**config.mk**
```make
export PLATFORM = sky130hd
export DESIGN_NAME = oled_source_mux
export DESIGN_NICKNAME = d
export VERILOG_FILES = /design/src/rtl/oled_pkg.sv /design/src/rtl/pixel_fader.sv /design/src/rtl/oled_source_mux.sv
export SDC_FILE = /design/constraint.sdc
export NUM_CORES = 1
export LEC_CHECK = 0
export ABC_AREA = 0
export BUFFER_PORTS_ARGS = -buffer_cell sky130_fd_sc_hd__buf_2
export CORE_ASPECT_RATIO = 0.9
export CORE_MARGIN = 8
export CORE_UTILIZATION = 49
export DETAILED_ROUTE_END_ITERATION = 10
export MAX_ROUTING_LAYER = met4
export PLACE_DENSITY = 0.83
export SLEW_MARGIN = 0
export SYNTH_ARGS = -nofsm -noshare
export SYNTH_HDL_FRONTEND = slang
export SYNTH_SLANG_ARGS = --single-unit
```
**constraint.sdc**
```tcl
create_clock -name clock -period 4.65 [get_ports clock]
set_input_delay 0.6975 -clock clock [delete_from_list [all_inputs] [get_ports clock]]
set_output_delay 0.6975 -clock clock [all_outputs]
set_load 0.02 [all_outputs]
```
**src/rtl/oled_pkg.sv**
```systemverilog
// Shared constants and types for the OLED pixel path.
// RGB565 field layout, panel geometry and the fade state encoding.
package oled_pkg;

    localparam int R_MSB = 15;
    localparam int R_LSB = 11;
    localparam int G_MSB = 10;
    localparam int G_LSB = 5;
    localparam int B_MSB = 4;
    localparam int B_LSB = 0;

    localparam int R_W = R_MSB - R_LSB + 1;
    localparam int G_W = G_MSB - G_LSB + 1;
    localparam int B_W = B_MSB - B_LSB + 1;
    localparam int PIX_W = R_W + G_W + B_W;

    localparam int OLED_W = 96;
    localparam int OLED_H = 64;
    localparam int FRAME_PIXELS = OLED_W * OLED_H;

    typedef enum logic [1:0] {
        SHOW     = 2'd0,
        FADE_OUT = 2'd1,
        FADE_IN  = 2'd2
    } fade_state_t;

    // Width of a source code that also has room for the blank code.
    function automatic int sel_width(input int num_src);
        return $clog2(num_src + 1);
    endfunction

endpackage

```
**src/rtl/pixel_fader.sv**
```systemverilog
// Combinational RGB565 brightness scaler.
// Each channel becomes (chan * level) >> log2(FADE_STEPS), truncated.
module pixel_fader
    import oled_pkg::*;
#(
    parameter int FADE_STEPS = 4,
    localparam int LVL_W = $clog2(FADE_STEPS + 1)
) (
    input  logic [PIX_W-1:0] pix_in,
    input  logic [LVL_W-1:0] level,
    output logic [PIX_W-1:0] pix_out
);

    localparam int SH = $clog2(FADE_STEPS);
    localparam int RP_W = R_W + SH + 1;
    localparam int GP_W = G_W + SH + 1;
    localparam int BP_W = B_W + SH + 1;

    logic [RP_W-1:0] r_p;
    logic [GP_W-1:0] g_p;
    logic [BP_W-1:0] b_p;
    logic [R_W-1:0]  r_s;
    logic [G_W-1:0]  g_s;
    logic [B_W-1:0]  b_s;

    // Products are wide enough for chan * FADE_STEPS, so nothing wraps.
    always_comb begin
        r_p = RP_W'(pix_in[R_MSB:R_LSB]) * RP_W'(level);
        g_p = GP_W'(pix_in[G_MSB:G_LSB]) * GP_W'(level);
        b_p = BP_W'(pix_in[B_MSB:B_LSB]) * BP_W'(level);
        r_s = R_W'(r_p >> SH);
        g_s = G_W'(g_p >> SH);
        b_s = B_W'(b_p >> SH);
        pix_out = {r_s, g_s, b_s};
    end

endmodule

```
**src/rtl/oled_source_mux.sv**
```systemverilog
// N-source pixel selector for the OLED path with debounced,
// frame-aligned switching and an optional fade crossover.
module oled_source_mux
    import oled_pkg::*;
#(
    parameter int NUM_SRC = 4,
    parameter int PIXEL_W = 16,
    parameter int IDX_W = 13,
    parameter int DEFAULT_SRC = NUM_SRC - 1,
    parameter int DEB_CYCLES = 8,
    parameter int FADE_EN = 1,
    parameter int FADE_STEPS = 4,
    localparam int SEL_W = sel_width(NUM_SRC)
) (
    input  logic                       clock,
    input  logic                       resetn,
    input  logic [IDX_W-1:0]           pixel_index,
    input  logic [NUM_SRC*PIXEL_W-1:0] src_data,
    input  logic [NUM_SRC-1:0]         sel_req,
    input  logic                       blank_req,
    output logic [PIXEL_W-1:0]         pixel_data,
    output logic [SEL_W-1:0]           active_src,
    output logic                       switching
);

    localparam int LVL_W = $clog2(FADE_STEPS + 1);
    localparam int CNT_W = $clog2(DEB_CYCLES + 1);

    localparam logic [SEL_W-1:0] DEF_CODE   = SEL_W'(DEFAULT_SRC);
    localparam logic [SEL_W-1:0] BLANK_CODE = SEL_W'(NUM_SRC);
    localparam logic [LVL_W-1:0] LVL_MAX    = LVL_W'(FADE_STEPS);
    localparam logic [CNT_W-1:0] CNT_MAX    = CNT_W'(DEB_CYCLES);
    localparam logic [CNT_W:0]   HELD_REQ   = (CNT_W+1)'(DEB_CYCLES);

    logic [NUM_SRC-1:0] sel_s1;
    logic [NUM_SRC-1:0] sel_s2;
    logic               blank_s1;
    logic               blank_s2;

    logic [SEL_W-1:0]   raw_tgt;
    logic [SEL_W-1:0]   prev_raw;
    logic [CNT_W-1:0]   deb_cnt;
    logic [CNT_W:0]     held;
    logic [SEL_W-1:0]   deb_tgt;

    logic [IDX_W-1:0]   prev_idx;
    logic               frame_start;

    fade_state_t        state;
    logic [LVL_W-1:0]   level;

    logic [PIXEL_W-1:0] sel_pix;
    logic [PIXEL_W-1:0] faded_pix;

    // Two-flop synchronisers for the asynchronous request inputs.
    always_ff @(posedge clock or negedge resetn) begin
        if (!resetn) begin
            sel_s1   <= '0;
            sel_s2   <= '0;
            blank_s1 <= 1'b0;
            blank_s2 <= 1'b0;
        end else begin
            sel_s1   <= sel_req;
            sel_s2   <= sel_s1;
            blank_s1 <= blank_req;
            blank_s2 <= blank_s1;
        end
    end

    // Priority encode: lowest set request wins, then blank, then default.
    always_comb begin
        raw_tgt = blank_s2 ? BLANK_CODE : DEF_CODE;
        for (int k = NUM_SRC - 1; k >= 0; k--) begin
            if (sel_s2[k]) raw_tgt = SEL_W'(k);
        end
    end

    // Consecutive cycles the raw target has been stable, this one included.
    always_comb begin
        if (raw_tgt != prev_raw) held = (CNT_W+1)'(1);
        else                     held = {1'b0, deb_cnt} + (CNT_W+1)'(2);
    end

    // Debounce: accept the raw target once it has been held long enough.
    always_ff @(posedge clock or negedge resetn) begin
        if (!resetn) begin
            prev_raw <= DEF_CODE;
            deb_cnt  <= '0;
            deb_tgt  <= DEF_CODE;
        end else begin
            prev_raw <= raw_tgt;
            if (raw_tgt != prev_raw)   deb_cnt <= '0;
            else if (deb_cnt != CNT_MAX) deb_cnt <= deb_cnt + 1'b1;
            if (held >= HELD_REQ) deb_tgt <= raw_tgt;
        end
    end

    // Track the previous index to spot the wrap to pixel 0.
    always_ff @(posedge clock or negedge resetn) begin
        if (!resetn) prev_idx <= '0;
        else         prev_idx <= pixel_index;
    end

    assign frame_start = (pixel_index == '0) && (prev_idx != '0);

    // Source/fade sequencer; only moves on a frame boundary.
    always_ff @(posedge clock or negedge resetn) begin
        if (!resetn) begin
            state      <= SHOW;
            level      <= LVL_MAX;
            active_src <= DEF_CODE;
        end else if (frame_start) begin
            unique case (state)
                SHOW: begin
                    if (deb_tgt != active_src) begin
                        if (FADE_EN == 0) begin
                            active_src <= deb_tgt;
                        end else begin
                            level <= level - 1'b1;
                            state <= FADE_OUT;
                        end
                    end
                end
                FADE_OUT: begin
                    if (deb_tgt == active_src) begin
                        state <= FADE_IN;
                    end else if (level != '0) begin
                        level <= level - 1'b1;
                    end else begin
                        active_src <= deb_tgt;
                        state      <= FADE_IN;
                    end
                end
                FADE_IN: begin
                    if (deb_tgt != active_src) begin
                        state <= FADE_OUT;
                    end else if (level >= LVL_MAX - 1'b1) begin
                        level <= LVL_MAX;
                        state <= SHOW;
                    end else begin
                        level <= level + 1'b1;
                    end
                end
                default: begin
                    state <= SHOW;
                    level <= LVL_MAX;
                end
            endcase
        end
    end

    assign switching = (state != SHOW);

    // Pick the active source slice; the blank code yields black.
    always_comb begin
        sel_pix = '0;
        for (int k = 0; k < NUM_SRC; k++) begin
            if (active_src == SEL_W'(k)) sel_pix = src_data[k*PIXEL_W +: PIXEL_W];
        end
    end

    pixel_fader #(
        .FADE_STEPS (FADE_STEPS)
    ) u_fader (
        .pix_in  (sel_pix),
        .level   (level),
        .pix_out (faded_pix)
    );

    // Output register: one cycle from index/data to pixel_data.
    always_ff @(posedge clock or negedge resetn) begin
        if (!resetn) pixel_data <= '0;
        else         pixel_data <= faded_pix;
    end

endmodule

```
==> results by stage, run 1 <==
Outcome:
- The flow ran to the end, and the final reports show no timing, DRC or antenna violations.

STA:
- Setup repair after global routing left no endpoint under its margin.
- On the final layout, the worst clock skew is ~0.011 ns.
- The clock period minus worst slack is 3.70 ns.
- The summed negative setup slack over all endpoints is 0 ns.
- After layout, the worst path uses approximately four fifths of the clock period.
- Static timing analysis puts the maximum clock frequency at about 270 MHz.
- The worst pin sits at a relative slew slack of a little over half.
- Setup slack closes at 0.946 ns.
- The slew at the pin closest to its max-slew limit is 0.697 ns.
- The final-report hold violation count is 0.
- The count of pins over their slew limit is 0.
- Setup violations remaining at the end of the flow were counted as 0.

Synth:
- Summed over all instances, the cell type with the most area after synthesis is sky130_fd_sc_hd__dfrtp_1.
- Synthesis produced ~310 cells.
- The area of the mapped netlist is about 3600 sq um.
- The number of distinct standard cells referenced by the synthesized netlist is 44.
- The post-synth net total is around 430.
- The part of the Yosys area used for sequential elements is about two fifths.
- The prevailing post-synth register cell is sky130_fd_sc_hd__dfrtp_1.
- The post-synthesis async set-or-reset flop share is between 90% and 100%.
- The number of flops mapped to enable cells by yosys is 0.
- The average instance area after synthesis is between 10 and 15 sq um.
- Of the post-synthesis cell area, the dominant cell type holds 35.1%.
- After synthesis the netlist holds a flip-flop and latch count of 57.
- The most numerous cell in the Yosys netlist is sky130_fd_sc_hd__dfrtp_1.
- Ranked by total cell area, the synthesized netlist is headed by sky130_fd_sc_hd__dfrtp_1 (35%), sky130_fd_sc_hd__mux4_2 (10%), sky130_fd_sc_hd__ha_1 (8.1%).
- Counting instances in the post-synthesis netlist gives the leading cell types as sky130_fd_sc_hd__dfrtp_1 (50), sky130_fd_sc_hd__inv_1 (30), sky130_fd_sc_hd__ha_1 (23).
- The number of warning messages in the yosys log is 0.

Critical path:
- The kind of start point of the critical path is a register.
- The kind of critical path is register to register.
- The worst reg-to-reg path cell count is 12.
- The worst register-to-register path begins at active_src[0]$_DFFE_PN1P_.
- The data required time at the worst endpoint is a little under 5 ns.
- The slack of the worst reg-to-reg path is 0.95 ns.
- The endpoint identified for the worst register-to-register timing path is pixel_data[15]$_DFF_PN0_.
- The highest net fanout along the worst path is 19.
- At the worst endpoint, the arrival time is 3.97 ns.
- STA classifies the critical path endpoint as a register.

Routing:
- The total length of routed wires is between 8 and 9 mm.
- The post-detailed-route count of antenna-violating nets is 0.
- The detailed-route wire length on metal 1 is about 3.3 mm.
- The length of routed met2 wiring is 4.15 mm.
- Summing over every cut layer, the via total after detailed routing is around 2700.
- The wire length per cell after detailed routing is approximately 16 um.
- The highest layer touched by signal routing is met4.
- The detailed router finished its first iteration with approximately 100 violations.
- For this run, the detailed router's first-pass iteration total came to 6.
- For this run, design rule violations remaining after detail routing come to 0.
- After detailed routing, the number of vias per cell comes to between 5 and 6.
- The met3 layer wire length in the routed design is 430 um.

Layout:
- Of the cells placed in the final design, the portion with a size suffix greater than 1 is roughly 37%.
- The layout-stage area growth over the synthesis result is 22.5%.
- 0 antenna diodes ended up in the layout.
- The number of nets at the end of the flow is roughly 540.
- For this run, the number of standard cells in the final layout without fillers is 514.

Clock tree:
- Once the clock tree was built, the resizer swapped 0 gates to a different size.
- After clock tree synthesis, the flow added hold-fix buffers numbering 0.
- The clock reaches the later pin of the worst-skew pair after approximately 0.34 ns.
- TritonCTS built the clock tree.
- In this run, CTS created clock tree buffers numbering 9.
- The root buffer selected by CTS is sky130_fd_sc_hd__clkbuf_8.
- The level count of the clock H-tree is 3.
- Clock tree synthesis found a total of 57 sinks.
- After clock tree synthesis, the setup repair step added 0 buffers.
- The maximum buffer depth of the clock tree is 2.
- The clock transition at the register clock pins on the worst setup and hold paths after CTS is roughly 0.07 ns.

Global route:
- The via count of the first global-routing pass came to ~2900.
- For this run, the total global-route usage over all layers was measured as about 17%.
- The total overflow left after global routing is 0.
- The number of antenna violations at the first check in global routing is 0.
- Entering global routing, the biggest net connects 58 pins.
- The first global-routing pass estimated roughly 14 mm of wire.

Placed design:
- The estimated wirelength of the detail-placed design is between 6 and 7 mm.
- The worst-case setup slack after placement is roughly 0.95 ns.
- Once placement completed, the tool counted placed cells totaling about 500.
- The count of input and output buffers is roughly 100.
- The weighted congestion at the end of routability-driven global placement is around 0.83.

Floorplanning:
- Measured along the x axis, the die boundary spans around 110 um.
- The count of boundary I/O pins is about 100.
- Measured along the y axis, the die boundary spans 97.0 um.
- The floorplan has 29 rows.
- The initial core utilization is about half.
- The die area is roughly 10000 sq um.
- The core area is ~7000 sq um.

Pwr:
- The worst supply voltage drop on vdd is 0.222 mV.
- In this run the static leakage power is between 2 and 2.5 nW.
- The power per cell area is about 320 nW/um^2.
- The total power consumption of the routed design is ~1.4 mW.

Min path:
- The startpoint of the lowest-slack hold path is sel_s1[0]$_DFF_PN0_.
- The path class of the tightest hold or removal check is register to register.
- The end point of the worst hold path is sel_s2[0]$_DFF_PN0_.
- The worst hold path passes through 0 cells.

Run:
- The number of max-cap violations is 0.
-- worst max-delay path by stage --
stage | cells past startpoint | slack [ns] | start | endpoint
floorplan | 14 | 1.05 | active_src[0]$_DFFE_PN1P_ | pixel_data[4]$_DFF_PN0_
global placement | 12 | 1.05 | active_src[0]$_DFFE_PN1P_ | pixel_data[15]$_DFF_PN0_
detailed placement | 12 | 0.95 | active_src[0]$_DFFE_PN1P_ | pixel_data[4]$_DFF_PN0_
CTS | 12 | 0.92 | active_src[0]$_DFFE_PN1P_ | pixel_data[15]$_DFF_PN0_
global route | 12 | 0.72 | active_src[0]$_DFFE_PN1P_ | pixel_data[15]$_DFF_PN0_
finish | 12 | 0.95 | active_src[0]$_DFFE_PN1P_ | pixel_data[15]$_DFF_PN0_
-- cell type report --
class	instances	area [sq um]
Sequential cell	57	1440
Multi-Input combinational cell	214	1980
Inverter	30	113
Fill cell	585	2670
Clock inverter	7	85.1
Timing Repair Buffer	104	523
Tap cell	93	116
Clock buffer	9	124
-- worst max-delay path: stages (launching register included) --
cell and delay [ns]:
sky130_fd_sc_hd__dfstp_2 0.94, sky130_fd_sc_hd__mux4_2 0.56, sky130_fd_sc_hd__nor2b_1 0.16, sky130_fd_sc_hd__and2_1 0.22
sky130_fd_sc_hd__fa_1 0.54, sky130_fd_sc_hd__ha_1 0.17, sky130_fd_sc_hd__inv_1 0.06, sky130_fd_sc_hd__fa_1 0.40
sky130_fd_sc_hd__inv_1 0.07, sky130_fd_sc_hd__a21o_1 0.11, sky130_fd_sc_hd__a21oi_1 0.07, sky130_fd_sc_hd__xnor2_1 0.17
sky130_fd_sc_hd__xnor2_1 0.13
-- sequential cells by signal, summed over array words and instances (netlist names) --
signal and count:
state 2, prev_raw 3, level 3, deb_cnt 4, blank_s2 1, prev_idx 13
blank_s1 1, pixel_data 16, sel_s2 4, active_src 3, sel_s1 4, deb_tgt 3
-- power breakdown --
group	internal, mW	total (mW)	switching, mW
Combinational	0.149	0.340	0.191
Sequential	0.556	0.575	0.0193
Clock	0.258	0.483	0.224
-- logic make-up after synthesis --
kind of cell	after synthesis	share of synthesized area [%]
adders and majority gates	36	15.4
buffers and inverters	40	4.42
xor gates and xnor gates	17	4.17
AOI/OAI and AO/OA	35	6.48
and+or+nand+nor	101	16.2
muxes	25	13.1
DFF	57	40.2
-- cell usage in the layout (no fill, tap or decap), drive strengths merged, types with 2 or more instances in the layout --
| cell | count |
|---|---|
| nand2b | 2 |
| and2 | 21 |
| inv | 34 |
| nor2b | 17 |
| nor3 | 7 |
| mux4 | 16 |
| nand4b | 3 |
| xor2 | 2 |
| mux2 | 6 |
| xnor2 | 15 |
| dfrtp | 50 |
| a21oi | 12 |
| a31oi | 3 |
| clkinv | 2 |
| dfstp | 7 |
| mux2i | 3 |
| fa | 13 |
| a21o | 7 |
| clkbuf | 9 |
| o21ai | 7 |
| ha | 23 |
| nand3 | 8 |
| nor2 | 9 |
| buf | 104 |
| nor4 | 3 |
| nand2 | 21 |
| and3 | 3 |
-- routing by layer --
| metal | vias to the layer above | track usage, % |
|---|---|---|
| met5 | - | - |
| met4 | 0 | 8.76 |
| met3 | 24 | 5.04 |
| met1 | 1300 | 18.8 |
| li1 | 1280 | - |
| met2 | 91 | 27.4 |
-- stage by stage --
step                utilization [%]  area, sq um  hold WS [ns]
CTS                            62.1         4370         0.354
global route                   62.1         4370         0.363
finish                         62.1         4370         0.353
detailed placement             59.2         4160         0.336
floorplan                         -         3570         0.331
global placement               59.2         4160         0.335
Note: power is estimated with default switching activity, not from simulation.
==> run 2, diff against run 1 <==
==> constraint.sdc (replaced) <==
create_clock -name clock -period 3.5 [get_ports clock]
set_input_delay 0.525 -clock clock [delete_from_list [all_inputs] [get_ports clock]]
set_output_delay 0.525 -clock clock [all_outputs]
set_load 0.02 [all_outputs]
==> results by stage, run 2 (synthesized netlist as in run 1, its figures left out) <==
Outcome:
- The run finished with clean final reports.

Global route:
- The maximum number of pins on one net before global-route repair is 34.
- The first global-routing pass estimated 13.8 mm of wire.
- The number of antenna violations at the first check in global routing is 0.
- The total overflow left after global routing is 0.
- The global routing usage summed across all routing layers is 17.3%.
- The via count of the first global-routing pass is 3066.

Routing:
- Once detail routing completed, the nets flagged for antenna violations numbered 0.
- The final layout contains routed wiring with a total length of 8.42 mm.
- Dividing the detail-routed via count by the number of cells gives 5.25.
- The wire length per cell after detailed routing is ~16 um.
- For this run, design rule violations remaining after detail routing come to 0.
- Before antenna repair, the detailed router went through 4 iterations.
- The number of DRC markers after the initial detailed-route iteration is 89.
- Detailed routing inserted a total of between 2000 and 3000 vias.

STA:
- The count of pins over their slew limit is 0.
- The final-report hold violation count is 0.
- Setup repair after global routing left no endpoint under its margin.
- The slew at the pin closest to its max-slew limit is roughly 0.75 ns.
- Summed over all failing endpoints, the final setup total negative slack is 0 ns.
- Based on the critical path, the design can be clocked at up to approximately 300 MHz.
- The setup skew after layout is between 0.006 and 0.007 ns.
- The tightest slew margin relative to the limit is 50.2%.
- The portion of the clock cycle consumed by the worst path in the final layout is about 96%.
- Setup violations remaining at the end of the flow were counted as 0.
- The clock period minus worst slack is 3.37 ns.

Layout:
- In the final layout, the registers with the most flip-flops are pixel_data: 16 flops, prev_idx: 13 flops.
- The share of layout cells above drive strength 1 is just under 40%.
- The library cells used most frequently in the layout, excluding fill and tap cells, are sky130_fd_sc_hd__buf_2 (103), sky130_fd_sc_hd__dfrtp_1 (50), sky130_fd_sc_hd__inv_1 (30).
- The library cell used most frequently in the layout, excluding fill and tap cells, is sky130_fd_sc_hd__buf_2.
- The register with the most flip-flops in the layout has 16 of them.
- The final layout contains about 540 nets.
- The number of filler instances in the final layout is 552.
- The number of antenna diodes in the final layout is 0.
- The layout-stage area growth over the synthesis result is 25.7%.
- The register ranked first by flip-flop count is pixel_data.
- Once layout is done, the placed cells without fillers occupy 4490 sq um.

Floorplanning:
- The vertical die dimension is approximately 97 um.
- The die area is 10300 sq um.
- During I/O placement, the number of pins put on the boundary was around 100.
- The region available for standard cell placement spans approximately 7000 sq um.
- Once the floorplan was initialized, standard cells occupied between 50% and 60% of the core.
- From left edge to right edge, the die measures between 100 and 150 um.
- The initialized floorplan defines 29 standard-cell rows.

Run:
- The number of max-cap violations is 0.

Critical path:
- The slack of the worst reg-to-reg path is around 0.13 ns.
- Of all nets on the critical path, the largest fanout is 8.
- The endpoint identified for the worst register-to-register timing path is pixel_data[15]$_DFF_PN0_.
- The data required time at the worst endpoint is between 3 and 4 ns.
- STA classifies the critical path startpoint as a register.
- Measured in cells, the most critical reg-to-reg path has a length of 13.
- STA classifies the critical path endpoint as a register.
- The kind of critical path is register to register.
- STA puts the critical path data arrival time at around 3.6 ns.
- The worst register-to-register path begins at active_src[0]$_DFFE_PN1P_.

Pwr:
- VDD sags by at most between 0.2 and 0.3 mV.
- The analysis attributes to cell leakage a power of ~2.2 nW.
- Dividing total power by cell area gives a power density of 414 nW/um^2.

Clock tree:
- Clock tree synthesis found a total of between 50 and 60 sinks.
- After clock tree synthesis, the clock-pin slew on the worst setup and hold paths is roughly 0.08 ns.
- Counting along the longest clock path gives a buffer depth of 2.
- The level count of the clock H-tree is 3.
- The tree is rooted in a sky130_fd_sc_hd__clkbuf_8.
- The number of clock buffers inserted by TritonCTS is 9.
- The later-pin clock latency in the skew report is ~0.34 ns.
- TritonCTS built the clock tree.

Placed design:
- Once placement finished, the instance area stood at approximately 4200 sq um.
- The weighted congestion at the end of routability-driven global placement is 0.877.
- Port buffering added just over 100 buffers.
- Detailed placement finished with a half-perimeter wire length of around 6.5 mm.

Min path:
- The tightest min-delay check is of the input pin to asynchronous set/reset pin type.
[run 2: cell count changes in the layout (fill, tap and decap cells not counted)]
cell                       before  now
sky130_fd_sc_hd__buf_12         0    4
sky130_fd_sc_hd__buf_4          1    4
sky130_fd_sc_hd__and2_1        21   19
sky130_fd_sc_hd__and2_4         0    2
sky130_fd_sc_hd__fa_1          13   11
sky130_fd_sc_hd__fa_2           0    2
sky130_fd_sc_hd__inv_6          3    5
sky130_fd_sc_hd__clkinv_4       2    1
sky130_fd_sc_hd__ha_1          23   22
sky130_fd_sc_hd__ha_2           0    1
sky130_fd_sc_hd__inv_8          1    0
[run 2: power breakdown]
part,switching (mW),internal (mW)
combinational,0.253,0.201
sequential,0.0258,0.738
clock,0.297,0.342
[run 2: how the worst max path moves through the flow]
| stage | slack, ns | cells after the start | to | start |
|---|---|---|---|---|
| finish | 0.13 | 13 | pixel_data[15]$_DFF_PN0_ | active_src[0]$_DFFE_PN1P_ |
| global route | 0.002 | 13 | pixel_data[4]$_DFF_PN0_ | active_src[0]$_DFFE_PN1P_ |
| CTS | 0.05 | 13 | pixel_data[15]$_DFF_PN0_ | active_src[0]$_DFFE_PN1P_ |
| detailed placement | 0.07 | 13 | pixel_data[15]$_DFF_PN0_ | active_src[0]$_DFFE_PN1P_ |
| global placement | 0.15 | 13 | pixel_data[15]$_DFF_PN0_ | active_src[0]$_DFFE_PN1P_ |
| floorplan | 0.03 | 14 | pixel_data[4]$_DFF_PN0_ | active_src[0]$_DFFE_PN1P_ |
[run 2: per-stage QoR]
| stage | worst slack [ns] | hold WS, ns | util, % | std cells | total power, mW |
|---|---|---|---|---|---|
| floorplan | 0.0259 | 0.229 | - | 311 | 1.06 |
| global placement | 0.153 | 0.335 | 59.9 | 502 | 1.21 |
| detailed placement | 0.0710 | 0.335 | 59.9 | 502 | 1.23 |
| CTS | 0.0476 | 0.253 | 62.9 | 518 | 1.88 |
| global route | 0.00187 | 0.259 | 63.7 | 521 | 1.96 |
| finish | 0.129 | 0.249 | 63.7 | 521 | 1.86 |
[run 2: per-layer routing]
layer	wire (um)	up-vias	global-route usage (%)	share of wire, %
met5	0	-	-	0
met4	165	0	6.81	2.0
met3	623	14	5.50	7.4
met2	4390	92	29.0	52
met1	3240	1338	18.6	39
li1	-	1292	-	-
[run 2: cell type report]
cell class                      count  area (sq um)  area share (%)
Clock buffer                        9           124            2.76
Timing Repair Buffer              111           626            13.9
Clock inverter                      7          82.6            1.84
Sequential cell                    57          1440            32.0
Multi-Input combinational cell    214          1990            44.4
Tap cell                           93           116            2.59
Inverter                           30           113            2.51
[run 2: timing repair]
item / CTS / global route
setup endpoints to repair: 0 / 2
resized for setup: 0 / 5
hold buffers: 0 / 0
setup buffers: 0 / 3
[run 2: critical path, stage by stage (launching register included)]
cell                      delay (ns)
sky130_fd_sc_hd__dfstp_2        0.58
sky130_fd_sc_hd__buf_12         0.15
sky130_fd_sc_hd__mux4_2         0.48
sky130_fd_sc_hd__nor2b_1        0.16
sky130_fd_sc_hd__and2_1         0.22
sky130_fd_sc_hd__fa_1           0.51
sky130_fd_sc_hd__ha_2           0.18
sky130_fd_sc_hd__inv_1          0.05
sky130_fd_sc_hd__fa_2           0.34
sky130_fd_sc_hd__inv_1          0.06
sky130_fd_sc_hd__a21o_1         0.11
sky130_fd_sc_hd__a21oi_1        0.07
sky130_fd_sc_hd__xnor2_1        0.21
sky130_fd_sc_hd__xnor2_1        0.15
==> run 3, diff against run 2 <==
==> constraint.sdc (replaced) <==
create_clock -name clock -period 4.2 [get_ports clock]
set_input_delay 0.63 -clock clock [delete_from_list [all_inputs] [get_ports clock]]
set_output_delay 0.63 -clock clock [all_outputs]
set_load 0.02 [all_outputs]
==> results by stage, run 3 (synthesized netlist as in run 1, its figures left out) <==
Global route:
- The number of antenna violations at the first check in global routing is 0.
- The via count of the first global-routing pass is between 2000 and 3000.
- The sum of overflow across all layers after global routing is 0.
- Entering global routing, the biggest net connects 43 pins.
- The first global-routing pass estimated 13.6 mm of wire.
- The global routing usage summed across all routing layers is about 17%.

Floorplanning:
- The die covers between 10000 and 15000 sq um.
- The vertical die dimension is between 90 and 100 um.
- The core area is slightly above 7000 sq um.
- The count of boundary I/O pins is ~100.
- The floorplan has 29 rows.
- The initial core utilization is between 50% and 60%.
- The die is 106 um wide.

Pwr:
- The total power consumption of the routed design is ~1.5 mW.
- The worst supply voltage drop on vdd is around 0.27 mV.
- For this design the static power due to leakage is 2.14 nW.
- Dividing total power by cell area gives a power density of 353 nW/um^2.

Layout:
- Leaving out filler cells and counting taps, the final layout contains a little over 500.
- The layout-stage area growth over the synthesis result is 22.7%.
- The register with the most flip-flops in the layout has 16 of them.
- In the final layout, flip-flops and latches occupy between 1000 and 1500 sq um.
- In the final layout, the registers with the most flip-flops are pixel_data: 16 flops, prev_idx: 13 flops.
- In the final design database the tool counted 537 nets.
- The number of antenna repair diodes is 0.
- The share of layout cells above drive strength 1 is between 30 and 40%.
- The library cells used most frequently in the layout, excluding fill and tap cells, are sky130_fd_sc_hd__buf_2 (103), sky130_fd_sc_hd__dfrtp_1 (50), sky130_fd_sc_hd__inv_1 (30).
- The number of filler instances in the final layout is 573.
- The register ranked first by flip-flop count is pixel_data.
- The most common cell after layout, fill and taps aside is sky130_fd_sc_hd__buf_2.
- The area of the multi-input gates is 1980 sq um.

Routing:
- The post-detailed-route count of antenna-violating nets is 0.
- The met3 layer wire length in the routed design is roughly 430 um.
- The post-detailed-route via-to-cell ratio is about 5.2.
- Detailed routing inserted a total of about 2700 vias.
- The routed design uses a little over 4 mm of met2 wire.
- The total length of routed wires is 8.11 mm.
- The first routing iteration left 90 violations.
- For this run, design rule violations remaining after detail routing come to 0.
- The topmost layer with routed signal wires is met4.
- The detailed router put a total of ~3.3 mm of wire on met1.
- The wire length per cell after detailed routing is ~16 um.
- For this run, the detailed router's first-pass iteration total came to 4.

Placed design:
- The weighted congestion at the end of routability-driven global placement is 0.861.
- The count of placed standard cells including taps is roughly 500.
- Once detailed placement completed, the half-perimeter wirelength came to between 6 and 7 mm.
- Input and output buffers added on the ports amount to 103.

Min path:
- Counting instances, the worst hold path has a depth of 0.
- The type of the worst min-delay path is register to register.
- The startpoint of the lowest-slack hold path is sel_s1[1]$_DFF_PN0_.

Clock tree:
- The cell sitting at the root of the clock tree is a sky130_fd_sc_hd__clkbuf_8.
- The level count of the clock H-tree is 3.
- The later pin in the worst-skew pair is clocked with a latency of about 0.34 ns.
- The tree built by TritonCTS fans out to between 50 and 60 sinks.
- The clock tree from TritonCTS is done.
- The number of clock buffers inserted by TritonCTS is 9.
- The clock passes through at most 2 buffers.
- Post-CTS repair changed the size of 0 cells.
- The post-CTS setup-driven buffer insertion count is 0.
- After clock tree synthesis, the clock-pin slew on the worst setup and hold paths is roughly 0.070 ns.
- The hold buffer count at cts is 0.

Critical path:
- The critical path is of the register to register type.
- The critical path launch point is active_src[0]$_DFFE_PN1P_.
- At the worst endpoint, the arrival time is 3.90 ns.
- For the worst flop-to-flop path, the logic depth is 10.
- The worst setup path is launched from a register.
- Data on the critical path is required at its endpoint by roughly 4.5 ns.
- The launch point of the worst reg-to-reg path is active_src[0]$_DFFE_PN1P_.
- The highest net fanout along the worst path is 12.
- The capturing element type of the critical path is a register.

STA:
- The summed negative setup slack over all endpoints is 0 ns.
- The slew at the pin closest to its max-slew limit is 0.898 ns.
- Of the available clock period, the critical path in the final layout requires 86.5%.
- The tightest hold path in the finished design has a slack of 0.349 ns.
- The tightest slew margin relative to the limit is ~40%.
- Setup repair after global routing left no endpoint under its margin.
- The maximum operating frequency is 275 MHz.
- The count of pins over their slew limit is 0.
- For the final database, setup skew stands at roughly 0.0063 ns.
- The clock period minus worst slack is between 3 and 4 ns.
- The total setup violations reported at the end of the flow is 0.
- The final-report hold violation count is 0.

Outcome:
- The run finished with clean final reports.

Run:
- Max-cap violations in this run came to 0.
-- run 3: path summary, 6_finish.rpt --
kind                                           end  slack (ns)
setup reg to reg           pixel_data[9]$_DFF_PN0_        0.57
setup / recovery           pixel_data[9]$_DFF_PN0_        0.57
min in group asynchronous  pixel_data[6]$_DFF_PN0_        0.42
max in group asynchronous   deb_tgt[1]$_DFFE_PN1P_        2.96
hold reg to reg                sel_s2[1]$_DFF_PN0_        0.35
hold / removal                 sel_s2[1]$_DFF_PN0_        0.35
-- run 3: where the power goes --
group	internal [mW]	switching, mW
clock network	0.286	0.247
logic	0.165	0.211
registers	0.615	0.0219
-- run 3: critical path, stage by stage, from the launching register on --
cell and delay, ns:
sky130_fd_sc_hd__dfstp_2 0.78, sky130_fd_sc_hd__buf_4 0.27, sky130_fd_sc_hd__mux4_2 0.53, sky130_fd_sc_hd__nor2b_1 0.16, sky130_fd_sc_hd__and2_1 0.21, sky130_fd_sc_hd__fa_1 0.48
sky130_fd_sc_hd__ha_1 0.24, sky130_fd_sc_hd__fa_1 0.40, sky130_fd_sc_hd__a21o_1 0.18, sky130_fd_sc_hd__a21oi_1 0.17, sky130_fd_sc_hd__xnor2_1 0.13
-- run 3: layout make-up --
cell class	count	share of cell area (%)
Multi-Input combinational cell	214	45.1
Sequential cell	57	32.8
Timing Repair Buffer	105	12.1
Clock buffer	9	2.83
Tap cell	93	2.66
Inverter	30	2.57
Clock inverter	7	1.91
-- run 3: metrics by stage --
| stage | util [%] | worst slack [ns] | instance area, sq um |
|---|---|---|---|
| 2_1_floorplan | - | 0.596 | 3570 |
| 3_3_place_gp | 59.3 | 0.689 | 4170 |
| 3_5_place_dp | 59.3 | 0.575 | 4170 |
| 4_1_cts | 62.2 | 0.561 | 4380 |
| 5_1_grt | 62.2 | 0.386 | 4380 |
| 6_report | 62.2 | 0.568 | 4380 |
-- run 3: per-layer routing --
metal  GRT usage (%)  vias up
li1                -     1286
met1            18.5     1320
met2            28.5       73
met3            4.91       15
met4            6.81        0
met5               -        -
